===== config.mk =====
export PLATFORM = sky130hd
export DESIGN_NAME = sprite_scan_reader_flat
export DESIGN_NICKNAME = d
export VERILOG_FILES = /design/src/rtl/sprite_scan_if.sv /design/src/rtl/sprite_scan_reader.sv /design/src/flat_wrapper.sv
export SDC_FILE = /design/constraint.sdc
export NUM_CORES = 1
export LEC_CHECK = 0
export CORE_AREA = 5 5 61 90
export CTS_CLUSTER_SIZE = 28
export DETAILED_ROUTE_END_ITERATION = 12
export DIE_AREA = 0 0 66 95
export GPL_TIMING_DRIVEN = 1
export PLACE_DENSITY = 0.77
export SLEW_MARGIN = 20
export SYNTH_ARGS = -nofsm -noshare
export SYNTH_HDL_FRONTEND = slang
export SYNTH_SLANG_ARGS = --single-unit

===== constraint.sdc =====
create_clock -name clk -period 3.5 [get_ports clk]
set_input_delay 1.05 -clock clk [delete_from_list [all_inputs] [get_ports clk]]
set_output_delay 1.05 -clock clk [all_outputs]
set_load 0.005 [all_outputs]

===== src/rtl/sprite_scan_if.sv =====
// Sprite memory and VGA output bundle for sprite_scan_reader.
// master = display reader, slave = sprite memory / monitor side.
interface sprite_scan_if;
  logic [7:0]  ram_addr_x;
  logic [7:0]  ram_addr_y;
  logic [15:0] ram_data;
  logic [3:0]  vga_r;
  logic [3:0]  vga_g;
  logic [3:0]  vga_b;
  logic        hsync;
  logic        vsync;
  logic        frame_start;

  modport master (
    output ram_addr_x, ram_addr_y,
    output vga_r, vga_g, vga_b,
    output hsync, vsync, frame_start,
    input  ram_data
  );

  modport slave (
    input  ram_addr_x, ram_addr_y,
    input  vga_r, vga_g, vga_b,
    input  hsync, vsync, frame_start,
    output ram_data
  );
endinterface


===== src/rtl/sprite_scan_reader.sv =====
// VGA scan generator that reads a placed, scaled sprite from memory.
// Optional SPRITE_KEY_EN: sprite words equal to KEY_COLOR show BG_COLOR.
module sprite_scan_reader #(
  parameter int unsigned PIX_DIV     = 4,
  parameter int unsigned H_ACTIVE    = 640,
  parameter int unsigned H_FP        = 16,
  parameter int unsigned H_SYNC      = 96,
  parameter int unsigned H_BP        = 48,
  parameter int unsigned V_ACTIVE    = 480,
  parameter int unsigned V_FP        = 10,
  parameter int unsigned V_SYNC      = 2,
  parameter int unsigned V_BP        = 33,
  parameter int unsigned ORG_X       = 256,
  parameter int unsigned ORG_Y       = 176,
  parameter int unsigned SPR_W       = 128,
  parameter int unsigned SPR_H       = 128,
  parameter int unsigned SCALE_SHIFT = 0,
  parameter logic [11:0] BG_COLOR    = 12'h000,
  parameter logic [15:0] KEY_COLOR   = 16'h0F0F
) (
  input logic           clk,
  input logic           rst,
  sprite_scan_if.master m_if
);

  localparam int unsigned HT = H_ACTIVE + H_FP + H_SYNC + H_BP;
  localparam int unsigned VT = V_ACTIVE + V_FP + V_SYNC + V_BP;
  localparam int unsigned DW = $clog2(PIX_DIV);

  localparam logic [DW-1:0] DIV_LAST = DW'(PIX_DIV - 1);
  localparam logic [11:0] H_LAST = 12'(HT - 1);
  localparam logic [11:0] V_LAST = 12'(VT - 1);
  localparam logic [11:0] H_ACT  = 12'(H_ACTIVE);
  localparam logic [11:0] V_ACT  = 12'(V_ACTIVE);
  localparam logic [11:0] HS_LO  = 12'(H_ACTIVE + H_FP);
  localparam logic [11:0] HS_HI  = 12'(H_ACTIVE + H_FP + H_SYNC);
  localparam logic [11:0] VS_LO  = 12'(V_ACTIVE + V_FP);
  localparam logic [11:0] VS_HI  = 12'(V_ACTIVE + V_FP + V_SYNC);
  localparam logic [11:0] X_LO   = 12'(ORG_X);
  localparam logic [11:0] X_HI   = 12'(ORG_X + (SPR_W << SCALE_SHIFT));
  localparam logic [11:0] Y_LO   = 12'(ORG_Y);
  localparam logic [11:0] Y_HI   = 12'(ORG_Y + (SPR_H << SCALE_SHIFT));

  logic [DW-1:0] r_div;
  logic [11:0]   r_h;
  logic [11:0]   r_v;
  logic [11:0]   r_rgb;
  logic          r_hs;
  logic          r_vs;

  logic        w_tick;
  logic        w_hend;
  logic        w_vend;
  logic        w_inx;
  logic        w_iny;
  logic        w_in;
  logic        w_act;
  logic [11:0] w_dx;
  logic [11:0] w_dy;
  logic [11:0] w_pix;
  logic [11:0] w_rgb;

  assign w_tick = (r_div == DIV_LAST);
  assign w_hend = (r_h == H_LAST);
  assign w_vend = (r_v == V_LAST);

  assign w_inx = (r_h >= X_LO) && (r_h < X_HI);
  assign w_iny = (r_v >= Y_LO) && (r_v < Y_HI);
  assign w_in  = w_inx && w_iny;
  assign w_act = (r_h < H_ACT) && (r_v < V_ACT);

  assign w_dx = r_h - X_LO;
  assign w_dy = r_v - Y_LO;

  assign m_if.ram_addr_x = w_in ? 8'(w_dx >> SCALE_SHIFT) : 8'h00;
  assign m_if.ram_addr_y = w_in ? 8'(w_dy >> SCALE_SHIFT) : 8'h00;

`ifdef SPRITE_KEY_EN
  assign w_pix = (m_if.ram_data == KEY_COLOR) ? BG_COLOR
                                              : m_if.ram_data[11:0];
`else
  logic w_unused_key;
  assign w_unused_key = ^{m_if.ram_data[15:12], KEY_COLOR};
  assign w_pix = m_if.ram_data[11:0];
`endif

  always_comb begin
    w_rgb = 12'h000;
    if (w_act) begin
      w_rgb = w_in ? w_pix : BG_COLOR;
    end
  end

  always_ff @(posedge clk or posedge rst) begin
    if (rst) begin
      r_div <= '0;
      r_h   <= '0;
      r_v   <= '0;
    end else begin
      r_div <= w_tick ? '0 : r_div + 1'b1;
      if (w_tick) begin
        r_h <= w_hend ? 12'd0 : r_h + 12'd1;
        if (w_hend) begin
          r_v <= w_vend ? 12'd0 : r_v + 12'd1;
        end
      end
    end
  end

  // Colour and syncs share one stage so they stay aligned.
  always_ff @(posedge clk or posedge rst) begin
    if (rst) begin
      r_rgb <= 12'h000;
      r_hs  <= 1'b1;
      r_vs  <= 1'b1;
    end else if (w_tick) begin
      r_rgb <= w_rgb;
      r_hs  <= !((r_h >= HS_LO) && (r_h < HS_HI));
      r_vs  <= !((r_v >= VS_LO) && (r_v < VS_HI));
    end
  end

  assign m_if.vga_r       = r_rgb[11:8];
  assign m_if.vga_g       = r_rgb[7:4];
  assign m_if.vga_b       = r_rgb[3:0];
  assign m_if.hsync       = r_hs;
  assign m_if.vsync       = r_vs;
  assign m_if.frame_start = w_tick && w_hend && w_vend;

endmodule


===== src/flat_wrapper.sv =====
// flat-port wrapper written by rule: the top's interface ports become plain ports
module sprite_scan_reader_flat 
#(
  parameter int unsigned PIX_DIV     = 4,
  parameter int unsigned H_ACTIVE    = 640,
  parameter int unsigned H_FP        = 16,
  parameter int unsigned H_SYNC      = 96,
  parameter int unsigned H_BP        = 48,
  parameter int unsigned V_ACTIVE    = 480,
  parameter int unsigned V_FP        = 10,
  parameter int unsigned V_SYNC      = 2,
  parameter int unsigned V_BP        = 33,
  parameter int unsigned ORG_X       = 256,
  parameter int unsigned ORG_Y       = 176,
  parameter int unsigned SPR_W       = 128,
  parameter int unsigned SPR_H       = 128,
  parameter int unsigned SCALE_SHIFT = 0,
  parameter logic [11:0] BG_COLOR    = 12'h000,
  parameter logic [15:0] KEY_COLOR   = 16'h0F0F
)
  (clk, rst, m_if_ram_addr_x, m_if_ram_addr_y, m_if_vga_r, m_if_vga_g, m_if_vga_b, m_if_hsync, m_if_vsync, m_if_frame_start, m_if_ram_data);
  sprite_scan_if m_if_i ();
  input logic clk;
  input logic rst;
  output wire logic [$bits(m_if_i.ram_addr_x)-1:0] m_if_ram_addr_x;
  output wire logic [$bits(m_if_i.ram_addr_y)-1:0] m_if_ram_addr_y;
  output wire logic [$bits(m_if_i.vga_r)-1:0] m_if_vga_r;
  output wire logic [$bits(m_if_i.vga_g)-1:0] m_if_vga_g;
  output wire logic [$bits(m_if_i.vga_b)-1:0] m_if_vga_b;
  output wire logic [$bits(m_if_i.hsync)-1:0] m_if_hsync;
  output wire logic [$bits(m_if_i.vsync)-1:0] m_if_vsync;
  output wire logic [$bits(m_if_i.frame_start)-1:0] m_if_frame_start;
  input wire logic [$bits(m_if_i.ram_data)-1:0] m_if_ram_data;
  assign m_if_ram_addr_x = m_if_i.ram_addr_x;
  assign m_if_ram_addr_y = m_if_i.ram_addr_y;
  assign m_if_vga_r = m_if_i.vga_r;
  assign m_if_vga_g = m_if_i.vga_g;
  assign m_if_vga_b = m_if_i.vga_b;
  assign m_if_hsync = m_if_i.hsync;
  assign m_if_vsync = m_if_i.vsync;
  assign m_if_frame_start = m_if_i.frame_start;
  assign m_if_i.ram_data = m_if_ram_data;
  sprite_scan_reader #(.PIX_DIV(PIX_DIV), .H_ACTIVE(H_ACTIVE), .H_FP(H_FP), .H_SYNC(H_SYNC), .H_BP(H_BP), .V_ACTIVE(V_ACTIVE), .V_FP(V_FP), .V_SYNC(V_SYNC), .V_BP(V_BP), .ORG_X(ORG_X), .ORG_Y(ORG_Y), .SPR_W(SPR_W), .SPR_H(SPR_H), .SCALE_SHIFT(SCALE_SHIFT), .BG_COLOR(BG_COLOR), .KEY_COLOR(KEY_COLOR)) u_core (.clk(clk), .rst(rst), .m_if(m_if_i));
endmodule

; ---- Yosys cells after proc, flatten, opt, wreduce, memory -nomap -nowiden
; Index checks and enable logic that the tools add are counted.
[totals]
input_bits = 18
output_inout_bits = 31
wordCells = 42
regBits = 40
[op_classes]
eq_ne = 3
n_reduce_logical = 11
n_lt_le_gt_ge = 10
n_addsub = 5
muxes = 7
[op_table]
columns = cell, n
row1 = $lt A12 B9 Y1 const B, 4
row2 = $mux W12, 4
row3 = $add A12 B1 Y12 const B, 2
row4 = $eq A12 B10 Y1 const B, 2
row5 = $ge A12 B9 Y1 const B, 2
row6 = $lt A12 B10 Y1 const B, 2
row7 = $mux W8, 2
row8 = $ge A12 B10 Y1 const B, 1
row9 = $ge A12 B8 Y1 const B, 1
row10 = $logic_and A1 B1 Y1, 8
row11 = $sub A8 B1 Y8 const B, 1
row12 = $sub A8 B8 Y8 const B, 1
row13 = $add A2 B1 Y2 const B, 1
row14 = $eq A2 B2 Y1 const B, 1
row15 = $logic_not A1 Y1, 2
row16 = $mux W2, 1
row17 = $reduce_and A2 Y1, 1

; ---- Longest topological paths before layout
[logic_depth]
word_depth = 5
ltp_mapped = 7
depth_no_buf = 6

; ---- Worst setup path before layout
; Ideal clock, no wire load.
[synth_timing]
path_type = flip-flop to output port
startpoint = reg u_core.r_v[4]
endpoint = out m_if_ram_addr_y[0]
stages_incl_launch_ff = 8
n_path_buf = 2
arrival_time_ns = 1.741
t_required_ns = 2.450
slack_ns = 0.709
path_cell_list = dfrtp_1 > ha_1 > or4b_1 > o21ai_0 > and3_1 > buf_6 > buf_8 > and2_1
[synth_between]
elab_chain_len = 4
elab_cells_between_ends = 5
cone_classes = 2 x order compare / 1 x mux / 2 x reduce/logical
[synth_rtl]
columns = item, line_no
row1 = from (decl), sprite_scan_reader.sv:46  ; logic [11:0] r_v;
row2 = from (signal assigned), sprite_scan_reader.sv:104  ; r_v <= w_vend ? 12'd0 : r_v + 12'd1;
row3 = $ge A12 B8 Y1 or $lt A12 B9 Y1 (tied branches), sprite_scan_reader.sv:68  ; assign w_iny = (r_v >= Y_LO) && (r_v < Y_HI);
row4 = $logic_and A1 B1 Y1 *, sprite_scan_reader.sv:68
row5 = $logic_and A1 B1 Y1 *, sprite_scan_reader.sv:69  ; assign w_in = w_inx && w_iny;
row6 = $mux W8 *, sprite_scan_reader.sv:76  ; assign m_if.ram_addr_y = w_in ? 8'(w_dy >> SCALE_SHIFT) : 8'h00;
row7 = to (decl), flat_wrapper.sv:26  ; output wire logic [$bits(m_if_i.ram_addr_y)-1:0] m_if_ram_addr_y;
; Every way passes the cells marked *; elsewhere a longest branch is shown, timed or not.

; ---- Worst setup path after layout
[layout_timing]
startpoint = reg u_core.r_v[4]
endpoint = out m_if_ram_addr_y[2]
; The elaborated chain is that of the path after synthesis.

==> out/results.tsv <==
stage	metric	value	unit
placement	global placer's final weighted congestion	0.941	
logic_synthesis	Async S/R FF share, synth	100	%
placement	DP Area	2710	um2
drt	via-per-instance ratio	5.39	
drt	Post-route DRC	0	
sta	Worst Setup Slack, final	0.0788	ns
outcome	status	finished, final reports clean	
power	Net Sw Frac	20.1	%
clock_network	CTS Buf Count	5	
floorplanning	Die Wd	66	um
worst_setup_path	Largest stage delay, worst path	0.50	ns
clock_network	Clock Sinks	40	
clock_network	worst-case clock buffer depth	2	
worst_setup_path	R2R Setup Slk	1.30	ns
worst_setup_path	maximum fanout along the worst path	5	
power	Clk pwr share	43.3	%
worst_setup_path	worst path cell trace	ha_2 -> or4b_4 -> o21ai_2 -> and3_4 -> buf_6 -> and2_1 -> clkdlybuf4s50_1	
worst_setup_path	reg2reg start	u_core.r_h[11]	
cells_and_area	Core Util, Final	62.2	%
grt	initial antenna violation count	0	
floorplanning	FP Rows	31	
min_path	Min-Delay Startpoint	u_core.r_div[0]	
drt	first-pass detailed-route iteration total	4	
grt	largest net degree at the start of global routing	41	
clock_network	hold buffer count at CTS	0	
worst_setup_path	cells on worst reg2reg path	4	
logic_synthesis	Post-Syn Instances	222	
grt	vias in the first global route	1825	
logic_synthesis	Synth Area per Inst	9.95	um2
grt	first-pass GRT wire length	8470	um
placement	post-DP HPWL	3700	um
worst_setup_path	cell family with most CP delay	simple AND/OR/NAND/NOR gates	
floorplanning	# IOs	49	
power	PD cells	294	nW/um2
clock_network	clock latency on the worst-skew pair	0.29	ns
floorplanning	Die Ht	95	um
drt	Vias	1837	
min_path	hold path depth	1	
power	Peak VDD IR	0.182	mV
clock_network	CTS tree	yes	
clock_network	clock root buffer	clkbuf_8	
flow_run	max-cap viol count	0	
sta	Setup Skew	0.00933	ns
grt	gr ovfl total	0	
sta	Final Critical Period	3.42	ns
floorplanning	Initial Utilization	47.1	%
placement	pre-CTS setup slack	0.281	ns
logic_synthesis	synthesized net count	249	
placement	PortBufs	43	
min_path	worst hold-check path type	reg2reg	
worst_setup_path	CP bufs+invs	2	
grt	Total Routing Usage GR	17.8	%
cells_and_area	share of layout cells above drive strength 1	14.2	%
worst_setup_path	RR Endpoint	u_core.r_v[6]	
power	Gate power share	2.9	%
logic_synthesis	#FFs+latches synth	40	
cells_and_area	antenna cells	0	
sta	final hold vios	0	
sta	Slew Viols, Final	0	
floorplanning	core box area	4690	um2
cells_and_area	Area Overhead vs Synth	32.1	%
worst_setup_path	Setup crit start kind	flop	
sta	relative slew slack	64.1	%
worst_setup_path	crit path DAT	2.37	ns
drt	DR iter-0 viols	93	
power	internal power	686	uW
sta	Worst Tran Pin Value	0.538	ns
sta	Max Freq	292	MHz
sta	fin crit share	97.7	%
drt	WL/cell	15.4	um
power	Lkg Pwr	0.00153	uW
cells_and_area	Layout Nets	301	
power	Seq pwr share	53.8	%
worst_setup_path	Slowest-stage cell, CP	clkdlybuf4s50_1	
logic_synthesis	Syn Std Cell Area	2210	um2
logic_synthesis	Post-synth EDFFs	0	
drt	antenna viol nets, final	0	
worst_setup_path	CP Data Required Time	2.45	ns
worst_setup_path	Worst Setup End Kind	primary output	
power	overall power	859	uW
drt	Routed WL	5260	um
logic_synthesis	Top FF cell, synth	dfrtp_1	
logic_synthesis	Synth Warn #	0	
sta	Setup violations, final	0	
cells_and_area	final instance area	2920	um2
logic_synthesis	Synth cell types	44	
worst_setup_path	critical path class	reg2out	
min_path	Worst Hold End	u_core.r_div[0]	
clock_network	CTS H-tree depth	2	
power	P_sw	172	uW
logic_synthesis	sequential cell area fraction in the yosys report	45.4	%
floorplanning	total die area	6270	um2
clock_network	Worst-path clk slew	0.08	ns
sta	unrepaired setup endpoints after global routing	no	
-- flip-flops by register name (all words and copies together) (netlist names) --
| register | cells |
|---|---|
| u_core.m_if.hsync | 1 |
| u_core.m_if.vsync | 1 |
| u_core.r_h | 12 |
| u_core.r_v | 12 |
| u_core.r_div | 2 |
| u_core.r_rgb | 12 |
-- layer usage --
metal	track usage, %	routed length [um]
met2	32.3	2810
met5	0	0
met3	2.86	259
met1	19.7	2010
met4	8.98	175
-- synth_stat cells (2+ instances only) --
| library cell | count | share of area [%] |
|---|---|---|
| dfrtp_1 | 38 | 43 |
| and2_1 | 15 | 4.2 |
| nor2_1 | 15 | 2.5 |
| nand2_1 | 13 | 2.2 |
| nor2b_1 | 12 | 3.4 |
| nand3_1 | 11 | 2.5 |
| o21ai_0 | 10 | 2.3 |
| xnor2_1 | 10 | 4.0 |
| ha_1 | 9 | 5.1 |
| a31o_2 | 7 | 2.8 |
| inv_1 | 7 | 1.2 |
| and3_1 | 6 | 1.7 |
| nand4_1 | 6 | 1.7 |
| a31o_1 | 5 | 2.0 |
| nor3_1 | 5 | 1.1 |
| xor2_1 | 5 | 2.0 |
| a21oi_1 | 4 | 0.91 |
| buf_2 | 4 | 0.91 |
| and4b_1 | 3 | 1.4 |
| buf_6 | 3 | 1.5 |
| clkbuf_1 | 3 | 0.51 |
| nor4_1 | 3 | 0.85 |
| o31ai_1 | 3 | 1.0 |
| a2bb2oi_1 | 2 | 0.79 |
| a31oi_1 | 2 | 0.57 |
| dfstp_2 | 2 | 2.4 |
| nor4bb_1 | 2 | 0.91 |
-- kinds of logic after synthesis --
| family | after synthesis | synth area share, % |
|---|---|---|
| xor gates and xnor gates | 15 | 5.95 |
| buffers and inverters | 20 | 5.32 |
| and+or+nand+nor | 100 | 26.0 |
| muxes | 2 | 0.963 |
| other | 1 | 0.170 |
| DFF | 40 | 45.4 |
| AOI/OAI and AO/OA | 35 | 11.0 |
| adders and majority gates | 9 | 5.10 |
-- power by group through the flow --
stage	clock, uW	combinational [uW]	sequential (uW)
finish	372	24.9	462
global route	395	27.8	462
CTS	381	25.5	462
detailed placement	0	25.2	471
global placement	0	24.9	471
floorplan	0	7.89	471
-- worst max-delay path by stage --
stage | endpoint | slack, ns | cells past startpoint | from
6_report | m_if_ram_addr_y[2] | 0.08 | 7 | u_core.r_v[4]
5_1_grt | m_if_ram_addr_y[2] | 0.002 | 7 | u_core.r_v[4]
4_1_cts | m_if_ram_addr_y[6] | -0.01 | 7 | u_core.r_v[4]
3_5_place_dp | m_if_ram_addr_x[3] | 0.28 | 7 | u_core.r_v[4]
3_3_place_gp | m_if_ram_addr_x[3] | 0.29 | 7 | u_core.r_v[4]
2_1_floorplan | m_if_ram_addr_y[0] | 0.71 | 7 | u_core.r_v[4]
-- cell type report --
class / count / area (um2)
clock buffer: 5 / 68.8
clock inverter: 3 / 42.5
fill: 386 / 1770
inverter: 7 / 26.3
multi-input combinational: 162 / 1110
sequential: 40 / 1000
tap: 66 / 82.6
timing repair buffer: 58 / 589
-- stage by stage --
step | setup TNS, ns | cells | hold slack [ns]
after floorplan | 0 | 222 | 0.403
after global placement | 0 | 328 | 0.417
after detailed placement | 0 | 328 | 0.420
after CTS | -0.0118 | 336 | 0.441
after global routing | 0 | 341 | 0.444
final | 0 | 341 | 0.438
-- layout by cell type, fill, tap and decap left out, types with 8 or more instances in the layout --
master,count
dfrtp_1,38
clkdlybuf4s50_1,29
nor2_1,15
and2_1,14
dlymetal6s2s_1,14
nand2_1,13
nor2b_1,12
buf_4,12
nand3_1,11
xnor2_1,10
o21ai_0,9
ha_1,8
-- repair_timing --
item,in CTS,in global routing
setup endpoints to repair,7,15
gates cloned,0,1
resized for setup,2,23
buffers inserted,0,4
Note: power is estimated with default switching activity, not from simulation.
